**config.mk**
```make
export PLATFORM = sky130hd
export DESIGN_NAME = rf_operand_fetch
export DESIGN_NICKNAME = d
export VERILOG_FILES = /design/src/rtl/rf_operand_fetch.sv
export SDC_FILE = /design/constraint.sdc
export NUM_CORES = 1
export LEC_CHECK = 0
export CAP_MARGIN = 20
export CORE_UTILIZATION = 40
export DETAILED_ROUTE_END_ITERATION = 8
export HOLD_SLACK_MARGIN = 0.1
export PLACE_DENSITY = 0.76
export SYNTH_ARGS = -nofsm -noshare
export SYNTH_HDL_FRONTEND = slang
export SYNTH_SLANG_ARGS = --single-unit
```
**constraint.sdc**
```tcl
create_clock -name clk -period 5.22 [get_ports clk]
set_clock_uncertainty 0.15 [all_clocks]
set_input_delay 1.044 -clock clk [delete_from_list [all_inputs] [get_ports clk]]
set_output_delay 1.044 -clock clk [all_outputs]
set_load 0.1 [all_outputs]
```
**src/rtl/rf_operand_fetch.sv**
```systemverilog
// Operand fetch unit: reads two source registers from a registered-read register file,
// covers the write-before-read hazard around the read, and snoops writebacks while holding.
module rf_operand_fetch #(
    parameter int XLEN = 32,
    parameter int AW   = 5
) (
    input  logic            clk,
    input  logic            rst,
    input  logic            req_valid,
    output logic            req_ready,
    input  logic [AW-1:0]   req_rs1,
    input  logic [AW-1:0]   req_rs2,
    output logic            op_valid,
    input  logic            op_ready,
    output logic [XLEN-1:0] op_rs1_data,
    output logic [XLEN-1:0] op_rs2_data,
    input  logic            wb_valid,
    input  logic [AW-1:0]   wb_rd,
    input  logic [XLEN-1:0] wb_data,
    output logic [AW-1:0]   rf_a1,
    output logic [AW-1:0]   rf_a2,
    output logic [AW-1:0]   rf_a3,
    output logic            rf_we,
    output logic [XLEN-1:0] rf_wd3,
    input  logic [XLEN-1:0] rf_rd1,
    input  logic [XLEN-1:0] rf_rd2
);

    typedef enum logic [1:0] {
        IDLE    = 2'd0,
        READ    = 2'd1,
        CAPTURE = 2'd2,
        HOLD    = 2'd3
    } state_t;

    state_t          state_r;
    state_t          state_s;
    logic [AW-1:0]   rs1_r;
    logic [AW-1:0]   rs2_r;
    logic            byp1_r;
    logic            byp2_r;
    logic [XLEN-1:0] byp1_data_r;
    logic [XLEN-1:0] byp2_data_r;
    logic [XLEN-1:0] op1_r;
    logic [XLEN-1:0] op2_r;
    logic            rf_we_s;
    logic            hit1_s;
    logic            hit2_s;

    // Operand source priority when the register file data arrives.
    function automatic logic [XLEN-1:0] pick_operand(
        input logic [AW-1:0]   idx,
        input logic            wb_hit,
        input logic [XLEN-1:0] wb_val,
        input logic            byp,
        input logic [XLEN-1:0] byp_val,
        input logic [XLEN-1:0] rf_val
    );
        logic [XLEN-1:0] res;
        if (idx == {AW{1'b0}}) begin
            res = {XLEN{1'b0}};
        end else if (wb_hit) begin
            res = wb_val;
        end else if (byp) begin
            res = byp_val;
        end else begin
            res = rf_val;
        end
        return res;
    endfunction

    // x0 writes are squashed here, so every hit below implies a nonzero index.
    assign rf_we_s = wb_valid && (wb_rd != {AW{1'b0}}) && !rst;
    assign hit1_s  = rf_we_s && (wb_rd == rs1_r);
    assign hit2_s  = rf_we_s && (wb_rd == rs2_r);

    assign rf_we       = rf_we_s;
    assign rf_a3       = wb_rd;
    assign rf_wd3      = wb_data;
    assign op_rs1_data = op1_r;
    assign op_rs2_data = op2_r;

    // Next-state logic and state-decoded handshake/address outputs.
    always_comb begin
        state_s   = state_r;
        req_ready = 1'b0;
        op_valid  = 1'b0;
        rf_a1     = {AW{1'b0}};
        rf_a2     = {AW{1'b0}};
        case (state_r)
            IDLE: begin
                req_ready = 1'b1;
                if (req_valid) begin
                    state_s = READ;
                end else begin
                    state_s = IDLE;
                end
            end
            READ: begin
                rf_a1   = rs1_r;
                rf_a2   = rs2_r;
                state_s = CAPTURE;
            end
            CAPTURE: begin
                state_s = HOLD;
            end
            HOLD: begin
                op_valid = 1'b1;
                if (op_ready) begin
                    state_s = IDLE;
                end else begin
                    state_s = HOLD;
                end
            end
            default: begin
                state_s = IDLE;
            end
        endcase
    end

    // FSM state register.
    always_ff @(posedge clk or posedge rst) begin
        if (rst) begin
            state_r <= IDLE;
        end else begin
            state_r <= state_s;
        end
    end

    // Index latch, read-cycle bypass capture, operand load and hold-time snoop.
    always_ff @(posedge clk or posedge rst) begin
        if (rst) begin
            rs1_r       <= {AW{1'b0}};
            rs2_r       <= {AW{1'b0}};
            byp1_r      <= 1'b0;
            byp2_r      <= 1'b0;
            byp1_data_r <= {XLEN{1'b0}};
            byp2_data_r <= {XLEN{1'b0}};
            op1_r       <= {XLEN{1'b0}};
            op2_r       <= {XLEN{1'b0}};
        end else begin
            case (state_r)
                IDLE: begin
                    if (req_valid) begin
                        rs1_r  <= req_rs1;
                        rs2_r  <= req_rs2;
                        byp1_r <= 1'b0;
                        byp2_r <= 1'b0;
                    end
                end
                READ: begin
                    // The file returns the pre-write value for a same-edge write.
                    byp1_r      <= hit1_s;
                    byp2_r      <= hit2_s;
                    byp1_data_r <= wb_data;
                    byp2_data_r <= wb_data;
                end
                CAPTURE: begin
                    op1_r <= pick_operand(rs1_r, hit1_s, wb_data, byp1_r, byp1_data_r, rf_rd1);
                    op2_r <= pick_operand(rs2_r, hit2_s, wb_data, byp2_r, byp2_data_r, rf_rd2);
                end
                HOLD: begin
                    if (hit1_s) begin
                        op1_r <= wb_data;
                    end
                    if (hit2_s) begin
                        op2_r <= wb_data;
                    end
                end
                default: begin
                    byp1_r <= 1'b0;
                    byp2_r <= 1'b0;
                end
            endcase
        end
    end

endmodule
```
# [Word level (Yosys, flattened, before mapping)]
# Cells that the tools add are included.
[totals] regBits=110 latchBits=0 mem_bits_rw=0 romBits=0 input_bits=116 output_inout_bits=114 wordCells=51 n_memories=0
[classes] add_sub_neg=0 mul=0 n_div=0 magnitude_cmp=0 eq_ne=8 shifts=0 muxes=20 bitwise_logic=0 reduce_logical=15
[op_table] operator="$mux W32" n=8
[op_table] operator="$pmux W32 S2" n=2
[op_table] operator="$eq A5 B5 Y1" n=2
[op_table] operator="$logic_not A5 Y1" n=2
[op_table] operator="$mux W5" n=2
[op_table] operator="$pmux W2 S4" n=1
[op_table] operator="$reduce_and A2 Y1" n=4
[op_table] operator="$ne A2 B2 Y1 const B" n=3
[op_table] operator="$reduce_bool A5 Y1" n=1
[op_table] operator="$eq A2 B2 Y1 const B" n=2
[op_table] operator="$logic_and A1 B1 Y1" n=4
[op_table] operator="$mux W1" n=4
[op_table] operator="$pmux W1 S2" n=2
[op_table] operator="$reduce_bool A2 Y1" n=2
[op_table] operator="$eq A2 B1 Y1 const B" n=1
[op_table] operator="$logic_not A2 Y1" n=1
[op_table] operator="$mux W2" n=1
[op_table] operator="$logic_not A1 Y1" n=1

# [Longest topological paths before layout]
# Gate-level depths: netlist of run 1.
[logic_depth] word_depth=7 ltp_mapped=7

# [Least setup slack after synthesis of run 1]
# Ideal clock, no wire load.
[synth_timing] path_type="input -> register" from="input port rst" to="register op2_r[12] (netlist: op_rs2_data[12])" arrival_time_ns=5.163 t_required_ns=5.003 setup_slack_ns=-0.160 path_stages=6 n_path_buf=1 cell_sequence="inv_1 -> o311a_4 -> nand4_2 -> a21boi_2 -> buf_2 -> o221a_2"
[synth_between] elab_chain_len=6
[synth_rtl] element="from (decl)" line_no="8" text="input logic rst,"
[synth_rtl] element="$logic_not A1 Y1 (no source line) (*)"
[synth_rtl] element="$logic_and A1 B1 Y1 (*)" line_no="73" text="assign rf_we_s = wb_valid && (wb_rd != {AW{1'b0}}) && !rst;"
[synth_rtl] element="net rf_we" line_no="23" text="output logic rf_we,"
[synth_rtl] element="$logic_and A1 B1 Y1 (*)" line_no="75" text="assign hit2_s = rf_we_s && (wb_rd == rs2_r);"
[synth_rtl] element="$mux W32" line_no="62" text="end else if (wb_hit) begin"
[synth_rtl] element="$mux W32" line_no="60" text="if (idx == {AW{1'b0}}) begin"
[synth_rtl] element="$pmux W32 S2" line_no="142" text="case (state_r)"
[synth_rtl] element="to (signal assigned)" line_no="140" text="op2_r <= {XLEN{1'b0}};"
[synth_rtl] element="to (signal assigned)" line_no="160" text="op2_r <= pick_operand(rs2_r, hit2_s, wb_data, byp2_r, byp2_data_r, rf_rd2);"
[synth_rtl] element="to (signal assigned)" line_no="167" text="op2_r <= wb_data;"
[synth_rtl] element="to (decl)" line_no="45" text="logic [XLEN-1:0] op2_r;"
# The timed path passes the listed nets; every way through them passes the cells marked *.
# A chain may end at the register's enable or synchronous reset.

# [Worst setup path after layout of run 1]
[layout_timing] from="register state_r[0]" to="output port rf_a1[2]"
[layout_between] elab_chain_len=2
[layout_rtl] element="from (decl)" line_no="36" text="state_t state_r;"
[layout_rtl] element="from (signal assigned)" line_no="126" text="state_r <= state_s;"
[layout_rtl] element="$eq A2 B1 Y1" line_no="90" text="case (state_r)"
[layout_rtl] element="$mux W5" line_no="90"
[layout_rtl] element="to (decl)" line_no="20" text="output logic [AW-1:0] rf_a1,"
# Every way passes these cells.

==> results.sh, run 1 <==
export IMPL_cts_resized=0
export IMPL_fin_nets=891
export IMPL_cts_hold_buffers=0
export IMPL_grt_max_degree=67
export IMPL_p_per_area_mw_per_mm2=747
export IMPL_wl_um=20200
export IMPL_avgViaCountPerCell=5.72
export IMPL_fp_row_count=44
export IMPL_dieArea_mm2=0.0158
export IMPL_gr_max_usage_layer="met2"
export IMPL_tightest_slew_ns=1.12
export IMPL_critPathArrivalTime_ns=2.82
export IMPL_clk_root_buffer_cell="clkbuf_16"
export IMPL_min_period_ns=4.01
export IMPL_ys_ff_latch=110
export IMPL_cts_tree="built"
export IMPL_syn_mean_instance_area_um2=9.96
export IMPL_final_util_pct=57.8
export IMPL_first_global_vias=5687
export IMPL_globalRouteMet3Util_pct=4.76
export IMPL_drt_drc_violations_left=0
export IMPL_vias=5524
export IMPL_hold_slack_ns=0.343
export IMPL_fp_dieH_um=126
export IMPL_ys_seq_area_share_pct=44.9
export IMPL_initial_core_util_pct=41.6
export IMPL_finalSetupViolations=0
export IMPL_slowest_stage="clkdlybuf4s50_1"
export IMPL_ys_flop_type="dfrtp_1"
export IMPL_drive_gt1_share_pct=9.36
export IMPL_cp_start_kind="flop"
export IMPL_cp_required_ns=4.03
export IMPL_routedWlPerCell_um=21.0
export IMPL_hold_path_class="reg2reg"
export IMPL_gp_congestion=0.809
export IMPL_fmax_ghz=0.249
export IMPL_cts_clk_slew_worst_paths_ns=0.08
export IMPL_cts_buffers=9
export IMPL_p_leak_uw=0.00379
export IMPL_antenna_found_initial=0
export IMPL_met2_usage_pct=43.5
export IMPL_ant_nets=0
export IMPL_drv_slew=0
export IMPL_grt_use_total_pct=25.6
export IMPL_critPathMaxFanout=11
export IMPL_timing_hold_violations_final=0
export IMPL_hpwl_um=13600
export IMPL_clk_latency_ns=0.35
export IMPL_cts_sinks=110
export IMPL_postCtsSetupRepairBufs=0
export IMPL_cp_top_family="buffers and inverters"
export IMPL_timing_max_cap_violations=0
export IMPL_async_flop_share_pct=100
export IMPL_max_slew_margin_pct=25.1
export IMPL_outcome="finished, final reports clean"
export IMPL_floorplan_die_width_um=126
export IMPL_finalCritPeriodShare_pct=76.9
export IMPL_ir_drop_mv=0.430
export IMPL_yosys_warnings=0
export IMPL_rsz0062_at_grt="no"
export IMPL_pin_count=230
export IMPL_worst_path_buf_inv=2
export IMPL_worst_setup_path_type="reg2out"
export IMPL_synthCells=616
export IMPL_layout_cells_non_filler=965
export IMPL_synth_area_mm2=0.00614
export IMPL_drtPass1Iterations=4
export IMPL_crit_path_max_incr_delay_ns=1.13
export IMPL_synth_cell_types=36
export IMPL_cts_max_level=3
export IMPL_synth_edf_count=0
export IMPL_core_area_mm2=0.0148
export IMPL_grt_first_pass_wirelength_um=31600
export IMPL_drt_iter0_markers=434
export IMPL_fin_setup_tns_ns=0
export IMPL_final_cell_mix="222 x clkdlybuf4s50_1, 108 x dfrtp_1, 65 x nand2_1"
export IMPL_worstPathCellList="inv_1, nor2_2, and2_1, clkdlybuf4s50_1"
export IMPL_dp_cells=947
export IMPL_layout_commonest_cell="clkdlybuf4s50_1"
export IMPL_synth_net_count=732
export IMPL_syn2layout_area_growth_pct=39.0
export IMPL_grt_overflow=0
export IMPL_worstSetupEndpointType="output pin"
export IMPL_port_buffers=229
export IMPL_use_met1_pct=32.6
export IMPL_cts_buffer_depth=2
-- cell families after synthesis --
logic type | share of synthesized area [%]
compound gates | 16.3
xor+xnor | 1.43
buf+inv | 9.44
flops | 44.9
mux | 12.3
simple gates | 15.7
-- path summary, 6_finish.rpt --
check,cells after the start,endpoint,slack (ns),start
max in group asynchronous,4,byp2_r$_DFFE_PP0P_,2.36,rst
min reg2reg,1,op_rs2_data[11]$_DFFE_PP0P_,0.34,op_rs2_data[11]$_DFFE_PP0P_
min in group asynchronous,3,op_rs2_data[13]$_DFFE_PP0P_,1.26,rst
max,4,rf_a1[2],1.21,state_r[0]$_DFF_PP0_
min,1,op_rs2_data[11]$_DFFE_PP0P_,0.34,op_rs2_data[11]$_DFFE_PP0P_
max reg2reg,5,op_rs2_data[19]$_DFFE_PP0P_,2.18,state_r[1]$_DFF_PP0_
-- power by group --
part	switching [uW]	internal, uW	total [uW]
Combinational	2950	1100	4050
Clock	326	371	697
Sequential	359	1270	1630
-- flip-flops by register name, summed over array words and instances (netlist names) --
register and cells:
byp1_r 1, byp2_r 1, byp2_data_r 32, op_rs1_data 32
state_r 2, op_rs2_data 32, rs2_r 5, rs1_r 5
-- cell usage after synthesis, types with 3 or more instances --
cell	number	area share, %
dfrtp_1	110	45
nand2_1	65	4.0
mux2i_1	64	10
nor3_1	49	4.0
and3_1	48	4.9
a211o_1	47	6.7
clkbuf_1	38	2.3
buf_4	37	4.5
a21oi_1	19	1.5
inv_1	19	1.2
o21ai_0	18	1.5
o211ai_1	17	2.1
o221a_2	17	3.1
and2_1	13	1.3
buf_2	10	0.82
mux2_2	10	1.8
xor2_1	6	0.86
xnor2_1	4	0.57
buf_6	3	0.55
nor2_1	3	0.18
-- cell type report --
class | instances | area (um^2)
timing repair buffer | 237 | 2340
clock inverter | 6 | 62.6
sequential | 110 | 2760
clock buffer | 10 | 229
multi-input combinational | 398 | 2830
tap | 184 | 230
inverter | 19 | 75.1
fill | 1248 | 6230
antenna | 1 | 2.50
-- per-stage QoR --
step / total power [uW] / worst slack, ns / area, um^2
after floorplan: 4590 / 0.831 / 6140
after detailed placement: 5680 / 1.10 / 8230
after CTS: 6380 / 1.20 / 8520
after global placement: 5600 / 1.14 / 8210
final: 6370 / 1.21 / 8530
after global routing: 6620 / 1.09 / 8530
-- routing by layer --
layer | up-vias | wire length (um)
met3 | 30 | 1270
met4 | 0 | 409
met1 | 2743 | 8840
met2 | 243 | 9700
met5 | - | 0
li1 | 2508 | -
No activity file was read; power rests on OpenSTA's default activity.
==> inputs of run 2 (changes only) <==
--- a/config.mk
+++ b/config.mk
@@ -9,7 +9,7 @@
 export CORE_UTILIZATION = 40
 export DETAILED_ROUTE_END_ITERATION = 8
 export HOLD_SLACK_MARGIN = 0.1
-export PLACE_DENSITY = 0.76
+export PLACE_DENSITY = 0.74
 export SYNTH_ARGS = -nofsm -noshare
 export SYNTH_HDL_FRONTEND = slang
 export SYNTH_SLANG_ARGS = --single-unit
==> constraint.sdc (replaced) <==
create_clock -name clk -period 3.7 [get_ports clk]
set_clock_uncertainty 0.15 [all_clocks]
set_input_delay 0.74 -clock clk [delete_from_list [all_inputs] [get_ports clk]]
set_output_delay 0.74 -clock clk [all_outputs]
set_load 0.1 [all_outputs]
==> run 2 against run 1 <==
First-iteration DRC count fell by 15%. Sequential share of layout area decreased by 0.20 points. Die area is the same. Final area rose by 0.62%. Routed wire length is 5.0% lower. Critical path depth unchanged. Final cell count is 0.10% higher. Sequential cell count unchanged. Clock power is 39% higher. Global-route usage down 1.2 points. Critical endpoint is now rf_we.
==> results.sh, run 2 (same netlist as run 1, synthesis figures left out) <==
export IMPL_dieArea_mm2=0.0158
export IMPL_avgViaCountPerCell=5.72
export IMPL_p_leak_uw=0.00380
export IMPL_rsz0062_at_grt="no"
export IMPL_finalCritPeriodShare_pct=82.8
export IMPL_wl_um=19200
export IMPL_nFillCells=1265
export IMPL_gp_congestion=0.882
export IMPL_fin_area_mm2=0.00858
export IMPL_clk_latency_ns=0.35
export IMPL_met2_usage_pct=41.1
export IMPL_vias=5527
export IMPL_grt_first_pass_wirelength_um=30200
export IMPL_timing_hold_violations_final=0
export IMPL_pin_count=230
export IMPL_placed_area_mm2=0.00828
export IMPL_worstPathCellList="clkdlybuf4s50_1, or3_1, o311a_4, buf_12"
export IMPL_antennaDiodeCount=0
export IMPL_worstSetupEndpointType="output pin"
export IMPL_drv_slew=0
export IMPL_ant_nets=0
export IMPL_hold_slack_ns=0.339
export IMPL_clk_root_buffer_cell="clkbuf_16"
export IMPL_worst_setup_path_type="in2out"
export IMPL_hold_path_class="reg2reg"
export IMPL_postCtsSetupRepairBufs=0
export IMPL_fmax_ghz=0.326
export IMPL_port_buffers=229
export IMPL_cts_resized=0
export IMPL_drive_gt1_share_pct=20.5
export IMPL_antenna_found_initial=0
export IMPL_outcome="finished, final reports clean"
export IMPL_routedWlPerCell_um=19.9
export IMPL_critPathArrivalTime_ns=2.17
export IMPL_grt_overflow=0
export IMPL_min_period_ns=3.06
export IMPL_fp_dieH_um=126
export IMPL_grt_use_total_pct=24.4
export IMPL_crit_path_max_incr_delay_ns=0.49
export IMPL_cts_sinks=110
export IMPL_cts_max_level=3
export IMPL_cp_start_kind="primary input"
export IMPL_hpwl_um=13700
export IMPL_cts_buffer_depth=2
export IMPL_drt_iter0_markers=371
export IMPL_grt_max_degree=67
export IMPL_ir_drop_mv=0.536
export IMPL_core_area_mm2=0.0148
export IMPL_first_global_vias=5658
export IMPL_gr_max_usage_layer="met2"
export IMPL_slowest_stage="clkdlybuf4s50_1"
export IMPL_final_cell_mix="168 x clkdlybuf4s50_1, 108 x dfrtp_1, 71 x buf_4"
export IMPL_swShare_pct=56.6
export IMPL_p_per_area_mw_per_mm2=1040
export IMPL_switchingPower_uw=5050
export IMPL_tightest_slew_ns=1.07
export IMPL_finalSetupViolations=0
export IMPL_cp_required_ns=2.81
export IMPL_p_int_uw=3870
export IMPL_comb_power_share_pct=63.4
export IMPL_drt_drc_violations_left=0
export IMPL_cts_clk_slew_worst_paths_ns=0.07
export IMPL_max_slew_margin_pct=28.4
export IMPL_syn2layout_area_growth_pct=39.8
export IMPL_layout_commonest_cell="clkdlybuf4s50_1"
export IMPL_timing_max_cap_violations=0
export IMPL_globalRouteMet3Util_pct=5.40
export IMPL_initial_core_util_pct=41.6
export IMPL_pwr_share_seq_pct=25.7
export IMPL_fp_row_count=44
export IMPL_critPathMaxFanout=4
export IMPL_cts_buffers=9
export IMPL_fin_nets=894
export IMPL_cts_tree="built"
export IMPL_drtPass1Iterations=6
export IMPL_use_met1_pct=30.9
export IMPL_p_clk_share_pct=10.9
export IMPL_p_total_uw=8920
export IMPL_floorplan_die_width_um=126
export IMPL_cts_hold_buffers=0
-- run 2: cell count changes in the layout (fill, tap and decap cells not counted), sizes merged --
cell / delta
buf: +57
clkbuf: +4
clkdlybuf4s50: -54
clkinv: -2
clkinvlp: -3
diode: -1
-- run 2: path summary, 6_finish.rpt --
kind                                                to  cells past startpoint  slack (ns)                        from
max                                              rf_we                      4        0.64                    wb_rd[0]
min                         op_rs2_data[8]$_DFFE_PP0P_                      1        0.34  op_rs2_data[8]$_DFFE_PP0P_
max reg2reg                op_rs2_data[30]$_DFFE_PP0P_                      5        0.93        rs2_r[0]$_DFFE_PP0P_
min reg2reg                 op_rs2_data[8]$_DFFE_PP0P_                      1        0.34  op_rs2_data[8]$_DFFE_PP0P_
max in group asynchronous           byp2_r$_DFFE_PP0P_                      4        1.25                         rst
min in group asynchronous         rs1_r[2]$_DFFE_PP0P_                      3        0.85                         rst
-- run 2: stage by stage --
stage	setup WS, ns	util (%)	TNS [ns]	instances
2_1_floorplan	-0.302	-	-15.16	616
5_1_grt	0.588	58.2	0	966
6_report	0.635	58.2	0	966
3_3_place_gp	0.446	56.1	0	949
4_1_cts	0.632	58.1	0	964
3_5_place_dp	0.354	56.1	0	949
-- run 2: area by class of cell --
cell class / count / area, um^2 / share of cell area [%]
Multi-Input combinational cell: 398 / 3000 / 35.0
Sequential cell: 110 / 2760 / 32.1
Timing Repair Buffer: 240 / 2230 / 26.0
Clock buffer: 14 / 254 / 2.96
Tap cell: 184 / 230 / 2.68
Inverter: 19 / 75.1 / 0.875
Clock inverter: 1 / 30.0 / 0.350
-- run 2: metal layers --
| metal | vias to the layer above | wire, um |
|---|---|---|
| met5 | - | 0 |
| met4 | 0 | 449 |
| met3 | 38 | 1470 |
| met2 | 246 | 9190 |
| met1 | 2715 | 8110 |
| li1 | 2528 | - |
-- run 2: worst max-delay path, delay by kind of cell --
| kind | cells | cell delay (ns) |
|---|---|---|
| compound gates | 1 | 0.35 |
| buf+inv | 2 | 0.67 |
| simple gates | 1 | 0.41 |
-- run 2: power groups by stage --
stage               clock network [uW]  logic (uW)  registers [uW]
CTS                                988        5640            2300
detailed placement                   0        5630            2310
floorplan                            0        2010            4500
global route                      1040        5890            2360
global placement                     0        5540            2300
finish                             972        5650            2290
==> inputs of run 3 (changes only) <==
--- a/config.mk
+++ b/config.mk
@@ -9,7 +9,7 @@
 export CORE_UTILIZATION = 40
 export DETAILED_ROUTE_END_ITERATION = 8
 export HOLD_SLACK_MARGIN = 0.1
-export PLACE_DENSITY = 0.74
+export PLACE_DENSITY = 0.76
 export SYNTH_ARGS = -nofsm -noshare
 export SYNTH_HDL_FRONTEND = slang
 export SYNTH_SLANG_ARGS = --single-unit
==> constraint.sdc (replaced) <==
create_clock -name clk -period 2.5 [get_ports clk]
set_clock_uncertainty 0.15 [all_clocks]
set_input_delay 0.5 -clock clk [delete_from_list [all_inputs] [get_ports clk]]
set_output_delay 0.5 -clock clk [all_outputs]
set_load 0.1 [all_outputs]
==> run 3 against run 2 <==
Utilization up 5.1 points. Power increased by 50%. First-iteration DRC count is 24% higher. Critical endpoint unchanged. Highest routed layer unchanged.
==> results.sh, run 3 (same netlist as run 1, synthesis figures left out) <==
export IMPL_grt_first_pass_wirelength_um=31600
export IMPL_gr_max_usage_layer="met2"
export IMPL_critPathArrivalTime_ns=1.82
export IMPL_wl_um=19800
export IMPL_drt_drc_violations_left=0
export IMPL_multi_input_area_mm2=0.00303
export IMPL_syn2layout_area_growth_pct=52.0
export IMPL_drt_iter0_markers=461
export IMPL_post_place_ws_ns=-0.450
export IMPL_routedWlPerCell_um=20.0
export IMPL_cts_tree="built"
export IMPL_first_global_vias=5852
export IMPL_rsz0062_at_grt="no"
export IMPL_antenna_found_initial=0
export IMPL_drv_slew=0
export IMPL_fin_setup_tns_ns=0
export IMPL_globalRouteMet3Util_pct=6.20
export IMPL_cts_clk_slew_worst_paths_ns=0.07
export IMPL_grt_max_degree=58
export IMPL_finalCritPeriodShare_pct=99.0
export IMPL_slowest_stage="or3_1"
export IMPL_cp_top_family="buffers and inverters"
export IMPL_gp_congestion=0.837
export IMPL_worstSetupEndpointType="output pin"
export IMPL_worst_path_buf_inv=3
export IMPL_cp_required_ns=1.85
export IMPL_avgViaCountPerCell=5.70
export IMPL_cts_sinks=110
export IMPL_cp_start_kind="primary input"
export IMPL_finalSetupViolations=0
export IMPL_port_buffers=229
export IMPL_core_area_mm2=0.0148
export IMPL_drive_gt1_share_pct=30.4
export IMPL_initial_core_util_pct=41.6
export IMPL_use_met1_pct=32.5
export IMPL_fin_nets=918
export IMPL_hpwl_um=14200
export IMPL_nFillCells=1174
export IMPL_timing_hold_violations_final=0
export IMPL_fin_area_mm2=0.00933
export IMPL_antennaDiodeCount=0
export IMPL_clk_latency_ns=0.35
export IMPL_pin_count=230
export IMPL_critPathMaxFanout=4
export IMPL_cts_hold_buffers=0
export IMPL_grt_overflow=0
export IMPL_timing_max_cap_violations=0
export IMPL_final_cell_mix="112 x clkdlybuf4s50_1, 107 x dfrtp_1, 91 x buf_4"
export IMPL_ant_nets=0
export IMPL_cts_max_level=3
export IMPL_met2_usage_pct=43.1
export IMPL_placed_area_mm2=0.00905
export IMPL_cts_buffer_depth=2
export IMPL_fp_dieH_um=126
export IMPL_clk_root_buffer_cell="clkbuf_16"
export IMPL_fp_row_count=44
export IMPL_tightest_slew_ns=0.980
export IMPL_dieArea_mm2=0.0158
export IMPL_grt_use_total_pct=25.6
export IMPL_drtPass1Iterations=5
export IMPL_max_slew_margin_pct=34.7
export IMPL_vias=5647
export IMPL_fin_ws_ns=0.0260
export IMPL_outcome="finished, final reports clean"
export IMPL_cts_buffers=9
export IMPL_hold_path_class="reg2reg"
export IMPL_floorplan_die_width_um=126
export IMPL_fmax_ghz=0.404
export IMPL_ff_latch_area_mm2=0.00276
export IMPL_worst_setup_path_type="in2out"
export IMPL_layout_commonest_cell="clkdlybuf4s50_1"
export IMPL_worstPathCellList="dlygate4sd2_1, or3_1, o311a_4, buf_6, buf_12"
export IMPL_p_per_area_mw_per_mm2=1440
export IMPL_min_period_ns=2.47
export IMPL_p_total_uw=13400
export IMPL_crit_path_max_incr_delay_ns=0.40
export IMPL_p_leak_uw=0.00421
export IMPL_ir_drop_mv=0.891
-- run 3: worst reg2reg max path, cell delays in order (launching register included) --
cell     delay (ns)
dfrtp_1        0.42
or4_1          0.61
o31a_1         0.26
buf_4          0.24
and3_1         0.29
a211o_1        0.26
-- run 3: final timing paths --
kind                            slack [ns]                          end  depth (start not counted)                   startpoint
worst max register to register        0.16   op_rs1_data[6]$_DFFE_PP0P_                          5         rs1_r[2]$_DFFE_PP0P_
worst min-delay path                  0.34  op_rs1_data[10]$_DFFE_PP0P_                          1  op_rs1_data[10]$_DFFE_PP0P_
max in group asynchronous             0.83           byp2_r$_DFFE_PP0P_                          4                          rst
worst min register to register        0.34  op_rs1_data[10]$_DFFE_PP0P_                          1  op_rs1_data[10]$_DFFE_PP0P_
worst max-delay path                  0.03                        rf_we                          5                     wb_rd[1]
min in group asynchronous             0.80  op_rs1_data[17]$_DFFE_PP0P_                          4                          rst
-- run 3: timing repair --
item | 4_1_cts | 5_1_grt
setup endpoints to repair | 35 | 0
buffers inserted | 1 | 0
resized for setup | 7 | 0
-- run 3: layout make-up --
type,count,share of cell area [%]
Clock buffer,11,2.49
Sequential cell,110,29.5
Timing Repair Buffer,264,32.0
Tap cell,184,2.47
Inverter,19,0.805
Clock inverter,4,0.268
Multi-Input combinational cell,398,32.5
-- run 3: layer usage --
metal | share of wire, % | wire length [um] | vias to the layer above
met3 | 7.9 | 1570 | 24
met2 | 49 | 9750 | 259
met5 | 0 | 0 | -
met1 | 42 | 8220 | 2795
met4 | 1.3 | 262 | 0
li1 | - | - | 2569
-- run 3: through the flow --
step	hold WS, ns	utilization (%)	instances
floorplan	0.317	-	616
global placement	0.323	61.3	974
detailed placement	0.329	61.3	974
CTS	0.345	63.2	990
global route	0.366	63.2	990
finish	0.340	63.2	990
-- run 3: power breakdown --
part	switching (uW)	total, uW	internal (uW)
clock network	646	1320	669
logic	6220	8710	2490
registers	739	3390	2650
